--- src/rtl/zephyr_cosim_mbox.sv ---
// zephyr_cosim_mbox: per-channel request FIFOs merged onto one registered output by a
// round-robin arbiter; a beat stalled too long is dropped and flagged per channel.
module zephyr_cosim_mbox #(
  parameter int NUM_CHAN = 4,
  parameter int DATA_W   = 32,
  parameter int DEPTH    = 4,
  parameter int TIMEOUT  = 255,
  localparam int CHAN_W  = (NUM_CHAN > 1) ? $clog2(NUM_CHAN) : 1
) (
  input  logic                       clock,
  input  logic                       reset_n,
  input  logic [NUM_CHAN-1:0]        req_valid,
  output logic [NUM_CHAN-1:0]        req_ready,
  input  logic [NUM_CHAN*DATA_W-1:0] req_data,
  output logic                       out_valid,
  input  logic                       out_ready,
  output logic [DATA_W-1:0]          out_data,
  output logic [CHAN_W-1:0]          out_chan,
  input  logic [NUM_CHAN-1:0]        err_clr,
  output logic [NUM_CHAN-1:0]        timeout_err,
  output logic                       irq
);

  localparam int PTR_W = $clog2(DEPTH);
  localparam int CNT_W = PTR_W + 1;
  localparam logic [CNT_W-1:0] FULL_CNT    = CNT_W'(DEPTH);
  localparam logic [15:0]      STALL_LIMIT = (TIMEOUT > 0) ? 16'(TIMEOUT - 1) : 16'd0;

  logic [DATA_W-1:0] mem_q    [NUM_CHAN][DEPTH];
  logic [DATA_W-1:0] mem_d    [NUM_CHAN][DEPTH];
  logic [CNT_W-1:0]  cnt_q    [NUM_CHAN];
  logic [CNT_W-1:0]  cnt_d    [NUM_CHAN];
  logic [PTR_W-1:0]  wr_ptr_q [NUM_CHAN];
  logic [PTR_W-1:0]  wr_ptr_d [NUM_CHAN];
  logic [PTR_W-1:0]  rd_ptr_q [NUM_CHAN];
  logic [PTR_W-1:0]  rd_ptr_d [NUM_CHAN];

  logic [NUM_CHAN-1:0] full, nonempty, push, pop;

  logic                out_valid_q, out_valid_d;
  logic [DATA_W-1:0]   out_data_q, out_data_d;
  logic [CHAN_W-1:0]   out_chan_q, out_chan_d;
  logic [CHAN_W-1:0]   last_grant_q, last_grant_d;
  logic [15:0]         stall_q, stall_d;
  logic [NUM_CHAN-1:0] err_q, err_d;

  logic [CHAN_W-1:0] grant, cand;
  logic              grant_found;
  logic              stalled, handshake, load, drop;

  // Ready is forced high while in reset so upstream never sees stale fullness.
  always_comb begin
    for (int i = 0; i < NUM_CHAN; i++) begin
      full[i]      = (cnt_q[i] == FULL_CNT);
      nonempty[i]  = (cnt_q[i] != '0);
      req_ready[i] = !full[i] || !reset_n;
      push[i]      = req_valid[i] && req_ready[i] && reset_n;
    end
  end

  always_comb begin
    grant       = '0;
    grant_found = 1'b0;
    cand        = '0;
    for (int k = 0; k < NUM_CHAN; k++) begin
      cand = CHAN_W'((int'(last_grant_q) + 1 + k) % NUM_CHAN);
      if (!grant_found && nonempty[cand]) begin
        grant       = cand;
        grant_found = 1'b1;
      end
    end
  end

  assign stalled   = out_valid_q && !out_ready;
  assign handshake = out_valid_q && out_ready;
  assign drop      = (TIMEOUT != 0) && stalled && (stall_q == STALL_LIMIT);
  assign load      = (!out_valid_q || out_ready) && grant_found;

  always_comb begin
    mem_d = mem_q;
    for (int i = 0; i < NUM_CHAN; i++) begin
      pop[i]      = load && (grant == CHAN_W'(i));
      wr_ptr_d[i] = wr_ptr_q[i];
      rd_ptr_d[i] = rd_ptr_q[i];
      if (push[i]) begin
        mem_d[i][wr_ptr_q[i]] = req_data[i*DATA_W +: DATA_W];
        wr_ptr_d[i]           = wr_ptr_q[i] + 1'b1;
      end
      if (pop[i]) begin
        rd_ptr_d[i] = rd_ptr_q[i] + 1'b1;
      end
      cnt_d[i] = cnt_q[i] + CNT_W'(push[i]) - CNT_W'(pop[i]);
    end
  end

  // A load always wins over a pending timeout since it only happens when not stalled.
  always_comb begin
    out_valid_d  = out_valid_q;
    out_data_d   = out_data_q;
    out_chan_d   = out_chan_q;
    last_grant_d = last_grant_q;
    stall_d      = stall_q;
    err_d        = err_q & ~err_clr;
    if (load) begin
      out_valid_d  = 1'b1;
      out_data_d   = mem_q[grant][rd_ptr_q[grant]];
      out_chan_d   = grant;
      last_grant_d = grant;
      stall_d      = '0;
    end else if (handshake) begin
      out_valid_d = 1'b0;
      stall_d     = '0;
    end else if (drop) begin
      out_valid_d       = 1'b0;
      stall_d           = '0;
      err_d[out_chan_q] = 1'b1;
    end else if (stalled && (stall_q != 16'hFFFF)) begin
      stall_d = stall_q + 16'd1;
    end
  end

  always_ff @(posedge clock) begin
    mem_q <= mem_d;
  end

  always_ff @(posedge clock) begin
    if (!reset_n) begin
      for (int i = 0; i < NUM_CHAN; i++) begin
        cnt_q[i]    <= '0;
        wr_ptr_q[i] <= '0;
        rd_ptr_q[i] <= '0;
      end
      out_valid_q  <= 1'b0;
      out_data_q   <= '0;
      out_chan_q   <= '0;
      last_grant_q <= CHAN_W'(NUM_CHAN - 1);
      stall_q      <= '0;
      err_q        <= '0;
    end else begin
      for (int i = 0; i < NUM_CHAN; i++) begin
        cnt_q[i]    <= cnt_d[i];
        wr_ptr_q[i] <= wr_ptr_d[i];
        rd_ptr_q[i] <= rd_ptr_d[i];
      end
      out_valid_q  <= out_valid_d;
      out_data_q   <= out_data_d;
      out_chan_q   <= out_chan_d;
      last_grant_q <= last_grant_d;
      stall_q      <= stall_d;
      err_q        <= err_d;
    end
  end

  assign out_valid   = out_valid_q;
  assign out_data    = out_data_q;
  assign out_chan    = out_chan_q;
  assign timeout_err = err_q;
  assign irq         = |err_q;

endmodule

--- config.mk ---
export PLATFORM = sky130hd
export DESIGN_NAME = zephyr_cosim_mbox
export DESIGN_NICKNAME = d
export VERILOG_FILES = /design/src/rtl/zephyr_cosim_mbox.sv
export SDC_FILE = /design/constraint.sdc
export NUM_CORES = 1
export LEC_CHECK = 0
export ABC_AREA = 1
export BUFFER_PORTS_ARGS = -buffer_cell sky130_fd_sc_hd__buf_4
export CORE_ASPECT_RATIO = 0.75
export CORE_MARGIN = 2
export CORE_UTILIZATION = 25
export DETAILED_ROUTE_END_ITERATION = 16
export PLACE_DENSITY_LB_ADDON = 0.05
export SLEW_MARGIN = 20
export SYNTH_ARGS = -nofsm -noshare
export SYNTH_HDL_FRONTEND = slang
export SYNTH_SLANG_ARGS = --single-unit
export TNS_END_PERCENT = 50
--- constraint.sdc ---
create_clock -name clock -period 8.3 [get_ports clock]
set_input_delay 1.66 -clock clock [delete_from_list [all_inputs] [get_ports clock]]
set_output_delay 1.66 -clock clock [all_outputs]
set_load 0.005 [all_outputs]
==> results.toml <==
[timing]
period_share_pct = 59.2
rsz0062_at_grt = "no"
drv_slew = 0
hold_viol = 0
worstMarginPinSlew_ns = 1.07
fmax_mhz = 203
setup_viol = 0
fin_skew_ns = 0.0140
fin_tns_setup_ns = 0
period_needed_ns = 4.92
timing.slew.headroom_pct = 28.5

[detailed_routing]
via_count = 18100
wl_per_cell_um = 22.7
first_pass_iters = 5
viasPerCell = 4.60
ant_nets = 0
wirelength_um = 89300
drtIter0Drc = 1372
drc_errors = 0

[synth]
synth_ff_type = "edfxtp_1"
async_reset_ff_share_pct = 0
synth-seq-cells = 597
yosys_warnings = 0
synth.distinct_cells = 40
syn_nets = 2562
synth_area_sq_mm = 0.0254
synth_area_per_cell_sq_um = 10.6
synth-edff-count = 512
yosysSeqAreaShare_pct = 67.2
synthesis.instances = 2393

[finish]
drive_above_1_share_pct = 14.0
nNetsFinal = 2704
syn_to_final_growth_pct = 19.8

[clocking]
postCtsSetupRepairBufs = 0
cts_htree_levels = 3
clk_pin_slew_ns = 0.05
cts.repair.resized = 0
cts_hold_buf = 0
clk_latency_ns = 0.62
clock-root-buffer = "clkbuf_16"
cts_buffers = 70
clock_sinks = 597
cts_tree = "built"
clock_path_buffers = 3

[critical_path]
r2r_cells = 17
worstPathCellList = "buf_4, inv_2, buf_4, nor3_1, inv_1, buf_4"
max_stage_delay_ns = 0.56
crit_family = "buffers and inverters"
cp-endpoint = "req_ready[3]"
crit_top_cell = "buf_4"
cpMaxStageDelayCell = "buf_4"
r2r_end = "out_data[9]$_SDFFE_PN0P_"
required_ns = 6.64
r2r_setup_slack_ns = 3.56
rr_startpoint = "last_grant_q[0]$_SDFFE_PN1P_"
crit_cells = 6
endpoint_kind = "output port"
path_buf_inv = 5
start_kind = "input port"
critPathMaxFanout = 35
cp_data_arrival_time_ns = 3.26
path_class = "in2out"
crit_start = "reset_n"

[floorplan]
die_h_um = 280
rows = 101
fp.dieW_um = 372
dieArea_sq_mm = 0.104
core-area_sq_mm = 0.101
ios = 183
start_util_pct = 25.2

[place]
hpwl_um = 50800
gp_routability_congestion = 0.743
numPortBuffers = 182

[global_routing]
grt_first_pass_wirelength_um = 130000
grt_max_degree = 212
grt_pass1_vias = 18100
track_usage_pct = 17.2
antenna_found_initial = 0
gr-total-overflow = 0

[min_path]
hold_class = "reg2reg"

[run]
maxCapViolCount = 0

[status]
status = "complete, no violations"
==> per-stage QoR <==
step                hold WS, ns  cells  util [%]  setup WS (ns)  cell area [sq um]
global route              0.518   3930      30.1           3.21              30400
finish                    0.474   3932      30.1           3.38              30400
floorplan                 0.436   2393         -           4.23              25400
global placement          0.462   3797      27.8           3.15              28100
detailed placement        0.466   3800      27.9           3.13              28200
CTS                       0.481   3928      30.1           3.24              30400
==> synthesized netlist by cell type, types with 2 or more instances <==
master / n / area [sq um]
nor2_1: 107 / 402
buf_4: 8 / 60.1
nand3_2: 3 / 30.0
xnor2_1: 2 / 17.5
o211ai_1: 2 / 15.0
inv_1: 125 / 469
nand2_2: 4 / 25.0
or2_2: 6 / 37.5
o21ai_1: 3 / 15.0
clkbuf_1: 47 / 176
o21ai_2: 4 / 35.0
buf_6: 12 / 135
a21oi_1: 31 / 155
nor4_1: 3 / 18.8
edfxtp_1: 512 / 15400
buf_2: 63 / 315
nand2_1: 629 / 2360
fa_1: 4 / 80.1
nor3b_1: 2 / 15.0
nand3_1: 641 / 3210
buf_1: 17 / 63.8
nor3_1: 10 / 50.1
inv_2: 3 / 11.3
nor2_2: 3 / 18.8
nand4_1: 5 / 31.3
ha_1: 26 / 325
o21ai_0: 18 / 90.1
dfxtp_1: 85 / 1700
xor2_1: 6 / 52.6
o32ai_1: 2 / 17.5
==> how the worst min path moves through the flow <==
stage                                start                           to  slack (ns)  depth (start not counted)
2_1_floorplan  rd_ptr_q[2][0]$_SDFFE_PN0P_  rd_ptr_q[2][0]$_SDFFE_PN0P_        0.44                          1
3_3_place_gp   rd_ptr_q[0][0]$_SDFFE_PN0P_  rd_ptr_q[0][0]$_SDFFE_PN0P_        0.46                          1
3_5_place_dp   rd_ptr_q[0][0]$_SDFFE_PN0P_  rd_ptr_q[0][0]$_SDFFE_PN0P_        0.47                          1
4_1_cts        rd_ptr_q[0][1]$_SDFFE_PN0P_  rd_ptr_q[0][1]$_SDFFE_PN0P_        0.48                          2
5_1_grt        rd_ptr_q[0][0]$_SDFFE_PN0P_  rd_ptr_q[0][0]$_SDFFE_PN0P_        0.52                          1
6_report       rd_ptr_q[2][0]$_SDFFE_PN0P_  rd_ptr_q[2][0]$_SDFFE_PN0P_        0.47                          1
==> kinds of logic (layout without fill, tap and decap cells) <==
family / count (synthesis) / after routing / share of synthesized area [%]
flip-flops: 597 / 597 / 67.2
adder cells (fa/ha/maj): 30 / 30 / 1.60
other: 0 / 2 / 0
buffers and inverters: 278 / 476 / 4.92
AO/OA/AOI/OAI: 63 / 63 / 1.37
AND/OR/NAND/NOR: 1417 / 1417 / 24.6
XOR/XNOR: 8 / 8 / 0.276
==> sequential cells by signal, indices dropped and copies added (netlist names) <==
| signal | count |
|---|---|
| mem_q | 512 |
| wr_ptr_q | 8 |
| last_grant_q | 2 |
| out_valid | 1 |
| cnt_q | 12 |
| out_chan | 2 |
| rd_ptr_q | 8 |
| timeout_err | 4 |
| out_data | 32 |
| stall_q | 16 |
==> layer usage <==
layer / GRT usage [%] / wire length (um)
met4: 4.23 / 1860
met3: 2.23 / 3060
met5: 0 / 0
met2: 26.5 / 39800
met1: 25.4 / 44500
==> cell type report <==
type / instances / area [sq um]
Fill cell: 10400 / 70500
Sequential cell: 597 / 17100
Multi-Input combinational cell: 1518 / 7240
Clock buffer: 96 / 1970
Timing Repair Buffer: 218 / 1750
Tap cell: 1339 / 1680
Inverter: 130 / 492
Clock inverter: 32 / 221
Antenna cell: 2 / 5.00
==> cell usage in the layout (no fill, tap or decap), types with 6 or more instances in the layout <==
cell,count
nand2_1,627
inv_1,124
o21ai_0,18
clkbuf_8,6
clkinv_2,11
ha_1,26
nor2_4,18
xor2_1,6
dfxtp_1,85
nor2_1,91
clkinv_1,12
edfxtp_1,512
a21oi_1,31
nor3_1,10
buf_4,210
clkbuf_16,73
or2_2,6
nand3_1,641
clkbuf_1,17
Power is not shown: default switching activity piles up to over one toggle a cycle in this logic, so the estimate is an artifact.
